==> src/rtl/rgb2y_stream_if.sv <==
// Valid/ready stream bundle for rgb2y_stream: an RGB888 input stream and an 8-bit luma output stream.
// The design takes the slave view; the pixel source / luma sink takes the master view.
interface rgb2y_stream_if #(
    parameter int IN_DATA_WIDTH = 24
);
    logic [IN_DATA_WIDTH-1:0] in_rgb_data;
    logic                     in_rgb_valid;
    logic                     in_rgb_ready;
    logic [7:0]               out_y_data;
    logic                     out_y_valid;
    logic                     out_y_ready;

    modport master (
        output in_rgb_data,
        output in_rgb_valid,
        input  in_rgb_ready,
        input  out_y_data,
        input  out_y_valid,
        output out_y_ready
    );

    modport slave (
        input  in_rgb_data,
        input  in_rgb_valid,
        output in_rgb_ready,
        output out_y_data,
        output out_y_valid,
        input  out_y_ready
    );
endinterface

==> src/rtl/rgb2y_stream.sv <==
// RGB888 -> 8-bit luma converter: 3-stage stall-all pipeline with raster counters and frame_done pulse.
// Optional macro Y_BT601_LIMITED_EN selects limited-range BT.601 luma (16..235) instead of full range.
module rgb2y_stream #(
    parameter int IMAGE_WIDTH   = 1920,
    parameter int IMAGE_HEIGHT  = 1080,
    parameter int IN_DATA_WIDTH = 24
) (
    input  logic                 clk,
    input  logic                 rst_n,
    rgb2y_stream_if.slave        stream,
    output logic                 frame_done,
    output logic [15:0]          col_cnt,
    output logic [15:0]          row_cnt
);

`ifdef Y_BT601_LIMITED_EN
    localparam logic [15:0] C_R      = 16'd66;
    localparam logic [15:0] C_G      = 16'd129;
    localparam logic [15:0] C_B      = 16'd25;
    localparam logic [7:0]  Y_OFFSET = 8'd16;
`else
    localparam logic [15:0] C_R      = 16'd77;
    localparam logic [15:0] C_G      = 16'd150;
    localparam logic [15:0] C_B      = 16'd29;
    localparam logic [7:0]  Y_OFFSET = 8'd0;
`endif

    localparam logic [15:0] LAST_COL = 16'(IMAGE_WIDTH - 1);
    localparam logic [15:0] LAST_ROW = 16'(IMAGE_HEIGHT - 1);

    logic        w_en;
    logic        w_accept;
    logic        w_colLast;
    logic        w_rowLast;
    logic        w_isLast;
    logic [15:0] w_r;
    logic [15:0] w_g;
    logic [15:0] w_b;
    logic [15:0] w_sum;

    logic [15:0] r_col;
    logic [15:0] r_row;

    logic        r_v1;
    logic        r_last1;
    logic [15:0] r_pr;
    logic [15:0] r_pg;
    logic [15:0] r_pb;

    logic        r_v2;
    logic        r_last2;
    logic [15:0] r_sum;

    logic        r_yValid;
    logic        r_last3;
    logic [7:0]  r_yData;

    logic        r_frameDone;

    // One enable for the whole pipeline: it only moves when the output slot is free or draining.
    assign w_en     = !r_yValid || stream.out_y_ready;
    assign w_accept = stream.in_rgb_valid && w_en;

    assign w_r = {8'd0, stream.in_rgb_data[IN_DATA_WIDTH-1  -: 8]};
    assign w_g = {8'd0, stream.in_rgb_data[IN_DATA_WIDTH-9  -: 8]};
    assign w_b = {8'd0, stream.in_rgb_data[IN_DATA_WIDTH-17 -: 8]};

    assign w_colLast = (r_col == LAST_COL);
    assign w_rowLast = (r_row == LAST_ROW);
    assign w_isLast  = w_colLast && w_rowLast;

    // Peak is 255*256 + 128 = 65408, so the 16-bit sum never wraps.
    assign w_sum = r_pr + r_pg + r_pb + 16'd128;

    always_ff @(posedge clk) begin
        if (!rst_n) begin
            r_col <= 16'd0;
            r_row <= 16'd0;
        end else if (w_accept) begin
            if (w_colLast) begin
                r_col <= 16'd0;
                r_row <= w_rowLast ? 16'd0 : r_row + 16'd1;
            end else begin
                r_col <= r_col + 16'd1;
            end
        end
    end

    always_ff @(posedge clk) begin
        if (!rst_n) begin
            r_v1     <= 1'b0;
            r_last1  <= 1'b0;
            r_pr     <= 16'd0;
            r_pg     <= 16'd0;
            r_pb     <= 16'd0;
            r_v2     <= 1'b0;
            r_last2  <= 1'b0;
            r_sum    <= 16'd0;
            r_yValid <= 1'b0;
            r_last3  <= 1'b0;
            r_yData  <= 8'd0;
        end else if (w_en) begin
            r_v1    <= w_accept;
            r_last1 <= w_accept && w_isLast;
            if (w_accept) begin
                r_pr <= w_r * C_R;
                r_pg <= w_g * C_G;
                r_pb <= w_b * C_B;
            end

            r_v2    <= r_v1;
            r_last2 <= r_last1;
            if (r_v1) begin
                r_sum <= w_sum;
            end

            r_yValid <= r_v2;
            r_last3  <= r_last2;
            if (r_v2) begin
                r_yData <= r_sum[15:8] + Y_OFFSET;
            end
        end
    end

    // Pulse follows the output handshake of the frame's final pixel.
    always_ff @(posedge clk) begin
        if (!rst_n) begin
            r_frameDone <= 1'b0;
        end else begin
            r_frameDone <= r_yValid && stream.out_y_ready && r_last3;
        end
    end

    assign stream.in_rgb_ready = w_en;
    assign stream.out_y_data   = r_yData;
    assign stream.out_y_valid  = r_yValid;
    assign frame_done          = r_frameDone;
    assign col_cnt             = r_col;
    assign row_cnt             = r_row;

endmodule
==> src/flat_wrapper.sv <==
// flat-port wrapper written by rule: the top's interface ports become plain ports
module rgb2y_stream_flat 
#(
    parameter int IMAGE_WIDTH   = 1920,
    parameter int IMAGE_HEIGHT  = 1080,
    parameter int IN_DATA_WIDTH = 24
)
  (clk, rst_n, frame_done, col_cnt, row_cnt, stream_in_rgb_data, stream_in_rgb_valid, stream_in_rgb_ready, stream_out_y_data, stream_out_y_valid, stream_out_y_ready);
  rgb2y_stream_if #(.IN_DATA_WIDTH(IN_DATA_WIDTH)) stream_i ();
  input  logic clk;
  input  logic rst_n;
  output logic frame_done;
  output logic [15:0] col_cnt;
  output logic [15:0] row_cnt;
  input wire logic [$bits(stream_i.in_rgb_data)-1:0] stream_in_rgb_data;
  input wire logic [$bits(stream_i.in_rgb_valid)-1:0] stream_in_rgb_valid;
  output wire logic [$bits(stream_i.in_rgb_ready)-1:0] stream_in_rgb_ready;
  output wire logic [$bits(stream_i.out_y_data)-1:0] stream_out_y_data;
  output wire logic [$bits(stream_i.out_y_valid)-1:0] stream_out_y_valid;
  input wire logic [$bits(stream_i.out_y_ready)-1:0] stream_out_y_ready;
  assign stream_i.in_rgb_data = stream_in_rgb_data;
  assign stream_i.in_rgb_valid = stream_in_rgb_valid;
  assign stream_in_rgb_ready = stream_i.in_rgb_ready;
  assign stream_out_y_data = stream_i.out_y_data;
  assign stream_out_y_valid = stream_i.out_y_valid;
  assign stream_i.out_y_ready = stream_out_y_ready;
  rgb2y_stream #(.IMAGE_WIDTH(IMAGE_WIDTH), .IMAGE_HEIGHT(IMAGE_HEIGHT), .IN_DATA_WIDTH(IN_DATA_WIDTH)) u_core (.clk(clk), .rst_n(rst_n), .stream(stream_i), .frame_done(frame_done), .col_cnt(col_cnt), .row_cnt(row_cnt));
endmodule
==> config.mk <==
export PLATFORM = sky130hd
export DESIGN_NAME = rgb2y_stream_flat
export DESIGN_NICKNAME = d
export VERILOG_FILES = /design/src/rtl/rgb2y_stream_if.sv /design/src/rtl/rgb2y_stream.sv /design/src/flat_wrapper.sv
export SDC_FILE = /design/constraint.sdc
export NUM_CORES = 1
export LEC_CHECK = 0
export ABC_AREA = 1
export CORE_MARGIN = 2
export CORE_UTILIZATION = 41
export DETAILED_ROUTE_END_ITERATION = 6
export SETUP_SLACK_MARGIN = 0.2
export SYNTH_ARGS = -nofsm -noshare
export SYNTH_HDL_FRONTEND = slang
export SYNTH_SLANG_ARGS = --single-unit
==> constraint.sdc <==
create_clock -name clk -period 5.2 [get_ports clk]
set_input_delay 0.52 -clock clk [delete_from_list [all_inputs] [get_ports clk]]
set_output_delay 0.52 -clock clk [all_outputs]
set_load 0.02 [all_outputs]
==> results of run 1 <==
## through the flow
step | hold WS [ns] | cells | utilization (%)
after CTS | 0.459 | 1533 | 48.1
after global routing | 0.479 | 1533 | 48.1
final | 0.456 | 1533 | 48.1
after floorplan | 0.430 | 1201 | -
after detailed placement | 0.450 | 1518 | 46.6
after global placement | 0.449 | 1518 | 46.6
## Yosys cell counts (2+ instances only)
| cell | number |
|---|---|
| nor2_2 | 4 |
| nand2_2 | 6 |
| a21oi_1 | 102 |
| xor2_1 | 24 |
| fa_1 | 38 |
| nor3b_1 | 2 |
| buf_4 | 3 |
| inv_1 | 246 |
| clkbuf_1 | 8 |
| o21bai_1 | 4 |
| a211oi_1 | 4 |
| ha_1 | 127 |
| inv_2 | 5 |
| buf_2 | 7 |
| dfxtp_1 | 98 |
| nand4_1 | 22 |
| nand3_2 | 3 |
| nand2_1 | 194 |
| nand3_1 | 83 |
| o21ai_1 | 3 |
| o21ai_0 | 72 |
| nor2_1 | 103 |
| a21o_1 | 2 |
| nor2_4 | 3 |
| xnor2_1 | 5 |
| buf_1 | 5 |
| nor3_1 | 16 |
| nand3b_1 | 2 |
| buf_6 | 2 |
## area by class of cell
type	instances	area [sq um]
Sequential cell	98	1960
Multi-Input combinational cell	826	5530
Clock inverter	6	66.3
Timing Repair Buffer	72	716
Inverter	252	951
Clock buffer	9	225
Fill cell	2093	10600
Tap cell	270	338
## worst max-delay path, stage by stage
cell and delay (ns):
clkdlybuf4s50_1 0.50, ha_1 0.33, ha_1 0.27, inv_1 0.05, fa_1 0.52, inv_1 0.05
fa_1 0.44, ha_1 0.37, a21o_1 0.21, o21ai_0 0.26, nand3_1 0.13, nand2_1 0.08
nand3_1 0.06, nand2_1 0.08, inv_1 0.03
## worst max-delay path by stage
stage / start / end / slack [ns]
floorplan: stream_in_rgb_data[12] / u_core.r_pg[13] / 1.92
global placement: stream_in_rgb_data[14] / u_core.r_pg[13] / 1.20
detailed placement: stream_in_rgb_data[14] / u_core.r_pg[13] / 1.15
CTS: stream_in_rgb_data[14] / u_core.r_pg[13] / 1.52
global route: stream_in_rgb_data[2] / u_core.r_pb[9] / 1.28
finish: stream_in_rgb_data[12] / u_core.r_pg[13] / 1.55
## registers in the layout, summed over array words and instances, names as in the netlist, 8 cells and up
| name | count |
|---|---|
| u_core.r_pb | 13 |
| u_core.col_cnt | 16 |
| u_core.r_pg | 15 |
| u_core.r_sum | 8 |
| u_core.stream.out_y_data | 8 |
| u_core.r_pr | 15 |
| u_core.row_cnt | 16 |
## per-layer routing
layer | up-vias | track usage [%] | share of wire, %
met4 | 0 | 5.62 | 1.9
met1 | 3374 | 23.8 | 50
met2 | 88 | 30.9 | 46
li1 | 3945 | - | -
met3 | 20 | 2.12 | 2.3
met5 | - | 0 | 0
## where the power goes
| part | internal [uW] | leakage, uW | switching (uW) |
|---|---|---|---|
| logic | 537 | 0.00392 | 881 |
| clock network | 371 | 0.000134 | 296 |
| registers | 817 | 0.000804 | 26.7 |
## logic make-up after synthesis
kind of cell | synth area share [%]
DFF | 22.9
buffers and inverters | 12.6
adders and majority gates | 27.4
xor gates and xnor gates | 2.96
and+or+nand+nor | 22.9
AOI/OAI and AO/OA | 11.3
==> key figures, run 1 <==
Outcome
  • Status: finished clean

Placement
  • Port bufs: 70
  • Routability cong.: 0.890
  • DP HPWL: 14.9 mm
  • Pre-CTS WS: 1.15 ns
  • Dpl cell area: 9500 sq um

Route
  • Starting DRC count in detailed routing: 300
  • Drt total wl: 18.8 mm
  • Vias per cell: 4.84
  • Drt wl/cell: 12.3 um
  • Final ANT Viol Nets: 0
  • Drc violations: 0
  • Via count: 7427
  • Pre-Repair DR Iteration Count: 6

CTS
  • Worst-path clk slew: 0.07 ns
  • CTS H-tree lvls: 3
  • Clock Tree Buf Depth: 2
  • Hold buffer count at cts: 0
  • TritonCTS Sinks: 98
  • Post-CTS setup buffers: 0
  • Root Buffer: clkbuf_16
  • Worst-skew pair later-pin latency: 0.35 ns
  • CTS tree: yes
  • CTS Buf Count: 9
  • CTS resizes: 0

Layout
  • # nets final: 1452
  • Commonest non-fill, non-tap cell in the layout: inv_1
  • Layout area overhead: 14.2%
  • Highest-count cells in the layout ignoring fill and taps: 245 x inv_1, 194 x nand2_1, 127 x ha_1, 103 x nor2_1, 102 x a21oi_1
  • Final Cell Area: 9790 sq um
  • Diode count: 0
  • Layout cells sized above 1: 3.33%

Floorplanning
  • Core Region: 20400 sq um
  • DIE HEIGHT: 149 um
  • Starting Density: 42.1%
  • I/O pin count: 71
  • Die area: 22100 sq um
  • Std-Cell Rows: 52
  • Die width: 149 um

GRT
  • Antenna violations before repair: 0
  • Largest net degree at the start of global routing: 61
  • GRT overflow: 0
  • Total track usage: 18.0%
  • Vias in the first global route: 7126
  • First-pass GRT wire length: 32.8 mm

Worst setup path
  • CP arrival: 3.90 ns
  • R2R Path Start: u_core.r_pb[9]
  • Worst-path fanout max: 5
  • Reg2Reg Setup Slack: 2.60 ns
  • CP startpoint kind: input pin
  • Crit Path Class: input pin to flip-flop
  • Reg-to-reg critical path endpoint: u_core.r_sum[11]
  • CP Capture Type: flip-flop
  • Worst endpoint required time: 5.45 ns
  • R2R depth: 13

Power
  • VDD IR-drop max: 0.175 mV
  • Final Power: 2930 uW
  • Power per cell area: 299 nW/um^2
  • Lkg Pwr: 0.00486 uW

STA
  • Final WS setup: 1.55 ns
  • Slew Limit Headroom: 42.3%
  • Actual slew at the worst max-slew pin: 0.863 ns
  • Period utilization: 70.2%
  • RSZ-0062 raised after global routing: no
  • Setup Skew: 0.0116 ns
  • Final setup fails: 0
  • Slew Limit Fails: 0
  • Fmax: 0.274 GHz
  • Post-route setup TNS: 0 ns
  • Final hold vios: 0
  • Final Critical Period: 3.65 ns

Flow run
  • Max_cap viols: 0

Synth
  • Syn avg cell area: 7.14 sq um
  • Ys async rst share: 0%
  • Synth Cell Area: 8570 sq um
  • Post-synth top area cell: dfxtp_1
  • Yosys top cell area share: 22.9%
  • Ys Warns: 0
  • Synth cell types: 37
  • Main synth FF type: dfxtp_1
  • Yosys reg bits: 98
  • Post-synth EDFFs: 0
  • Sequential area share after synthesis: 22.9%
  • Syn nets: 1394
  • Top cells by area, synth: dfxtp_1 23%, ha_1 19%, inv_1 11%
  • Syn Inst Count: 1201

Min path
  • Worst Hold Path EP: u_core.stream.out_y_data[7]
  • HP Class: flip-flop to flip-flop
  • Hold path startpoint: u_core.r_sum[15]
  • Depth of the worst hold-timing path: 2
Note: power is estimated with default switching activity, not from simulation.
==> run 2: changes to the inputs <==
==> constraint.sdc (replaced) <==
create_clock -name clk -period 3.7 [get_ports clk]
set_input_delay 0.37 -clock clk [delete_from_list [all_inputs] [get_ports clk]]
set_output_delay 0.37 -clock clk [all_outputs]
set_load 0.02 [all_outputs]
==> key figures, run 2 (synthesized netlist as in run 1, its figures left out) <==
Power
  • Final Power: 4290 uW
  • Power per cell area: 429 nW/um^2
  • Lkg Pwr: 0.00497 uW
  • VDD IR-drop max: 0.205 mV

Flow run
  • Max_cap viols: 0

Worst setup path
  • Crit Path Class: input pin to flip-flop
  • R2R Path Start: u_core.r_pb[10]
  • CP Capture Type: flip-flop
  • Worst-path fanout max: 4
  • Crit path launch: stream_in_rgb_data[12]
  • CP arrival: 3.57 ns
  • Worst endpoint required time: 3.95 ns
  • CP startpoint kind: input pin

CTS
  • Root Buffer: clkbuf_16
  • CTS tree: yes
  • Clock Tree Buf Depth: 2
  • Worst-skew pair later-pin latency: 0.35 ns
  • Post-CTS setup buffers: 0
  • CTS H-tree lvls: 3
  • TritonCTS Sinks: 98
  • Worst-path clk slew: 0.07 ns
  • CTS Buf Count: 9

Floorplanning
  • DIE HEIGHT: 149 um
  • Starting Density: 42.1%
  • Core Region: 20400 sq um
  • Die width: 149 um
  • I/O pin count: 71
  • Die area: 22100 sq um
  • Std-Cell Rows: 52

GRT
  • GRT overflow: 0
  • Antenna violations before repair: 0
  • First-pass GRT wire length: 33.6 mm
  • Vias in the first global route: 7204
  • Total track usage: 18.5%
  • Largest net degree at the start of global routing: 61

Route
  • Drt total wl: 19.2 mm
  • Drc violations: 0
  • Via count: 7472
  • Pre-Repair DR Iteration Count: 5
  • Final ANT Viol Nets: 0
  • Vias per cell: 4.81
  • Drt wl/cell: 12.4 um
  • Starting DRC count in detailed routing: 366

Layout
  • Commonest non-fill, non-tap cell in the layout: inv_1
  • # nets final: 1471
  • Layout cells sized above 1: 5.15%
  • Layout area overhead: 16.5%
  • Highest-count cells in the layout ignoring fill and taps: 245 x inv_1, 193 x nand2_1, 125 x ha_1, 103 x nor2_1, 100 x a21oi_1
  • Fill count: 2056
  • Diode count: 0

STA
  • WHS: 0.458 ns
  • Post-route setup TNS: 0 ns
  • Fmax: 0.301 GHz
  • Actual slew at the worst max-slew pin: 0.887 ns
  • Final Critical Period: 3.32 ns
  • Period utilization: 89.7%
  • Final setup fails: 0
  • RSZ-0062 raised after global routing: yes
  • Final hold vios: 0
  • Slew Limit Headroom: 40.7%
  • Slew Limit Fails: 0
  • Setup Skew: 0.0123 ns

Placement
  • Port bufs: 70
  • DP HPWL: 15.3 mm
  • Routability cong.: 0.878

Outcome
  • Status: finished clean

Min path
  • Hold path startpoint: u_core.r_sum[14]
  • HP Class: flip-flop to flip-flop
==> run 2: cell count changes in the layout (fill, tap and decap cells not counted), sizes merged <==
cell	before	now
buf	2	21
bufinv	1	2
clkinv	2	3
clkinvlp	3	1
==> run 2: layer usage <==
metal / part of all wire (%) / track usage [%] / wire length, um / up-vias
met4: 0.92 / 3.43 / 177 / 0
met2: 46 / 31.4 / 8910 / 121
met3: 3.6 / 2.88 / 699 / 14
met5: 0 / 0 / 0 / -
li1: - / - / - / 3993
met1: 49 / 25.1 / 9430 / 3344
==> run 2: worst paths after layout <==
check | depth (start not counted) | slack (ns) | end
worst max-delay path | 15 | 0.38 | u_core.r_pg[13]
worst min-delay path | 2 | 0.46 | u_core.stream.out_y_data[6]
worst max register to register | 13 | 1.00 | u_core.r_sum[11]
worst min register to register | 2 | 0.46 | u_core.stream.out_y_data[6]
==> run 2: final cells by class <==
cell class	count	area, sq um	area share (%)
Timing Repair Buffer	91	858	8.59
Inverter	252	951	9.52
Clock inverter	6	90.1	0.902
Sequential cell	98	1960	19.6
Tap cell	270	338	3.38
Multi-Input combinational cell	826	5570	55.7
Clock buffer	9	225	2.25
==> run 2: through the flow <==
stage / instance area, sq um / worst slack (ns) / util [%] / instances
floorplan: 8570 / 0.573 / - / 1201
global placement: 9640 / 0.0280 / 47.3 / 1537
detailed placement: 9640 / -0.0358 / 47.3 / 1537
CTS: 9960 / 0.326 / 48.9 / 1552
global route: 9990 / 0.172 / 49.1 / 1552
finish: 9990 / 0.382 / 49.1 / 1552
==> run 2: where the power goes <==
group | leakage (uW) | total (uW) | switching [uW] | internal (uW)
registers | 0.000804 | 1190 | 37.4 | 1150
logic | 0.00401 | 2090 | 1270 | 816
clock network | 0.000152 | 1010 | 422 | 591
==> run 2: timing repair <==
| item | CTS | global route |
|---|---|---|
| hold buffers | 0 | 0 |
| setup endpoints to repair | 0 | 11 |
| resized for setup | 0 | 12 |
==> run 2: critical path: stages <==
cell and delay, ns:
clkdlybuf4s50_1 0.43, ha_1 0.31, ha_1 0.27, inv_1 0.05, fa_1 0.53, inv_1 0.05
fa_1 0.60, ha_4 0.23, a21o_1 0.18, o21ai_1 0.19, nand3_1 0.11, nand2_1 0.07
nand3_1 0.06, nand2_1 0.07, inv_1 0.04
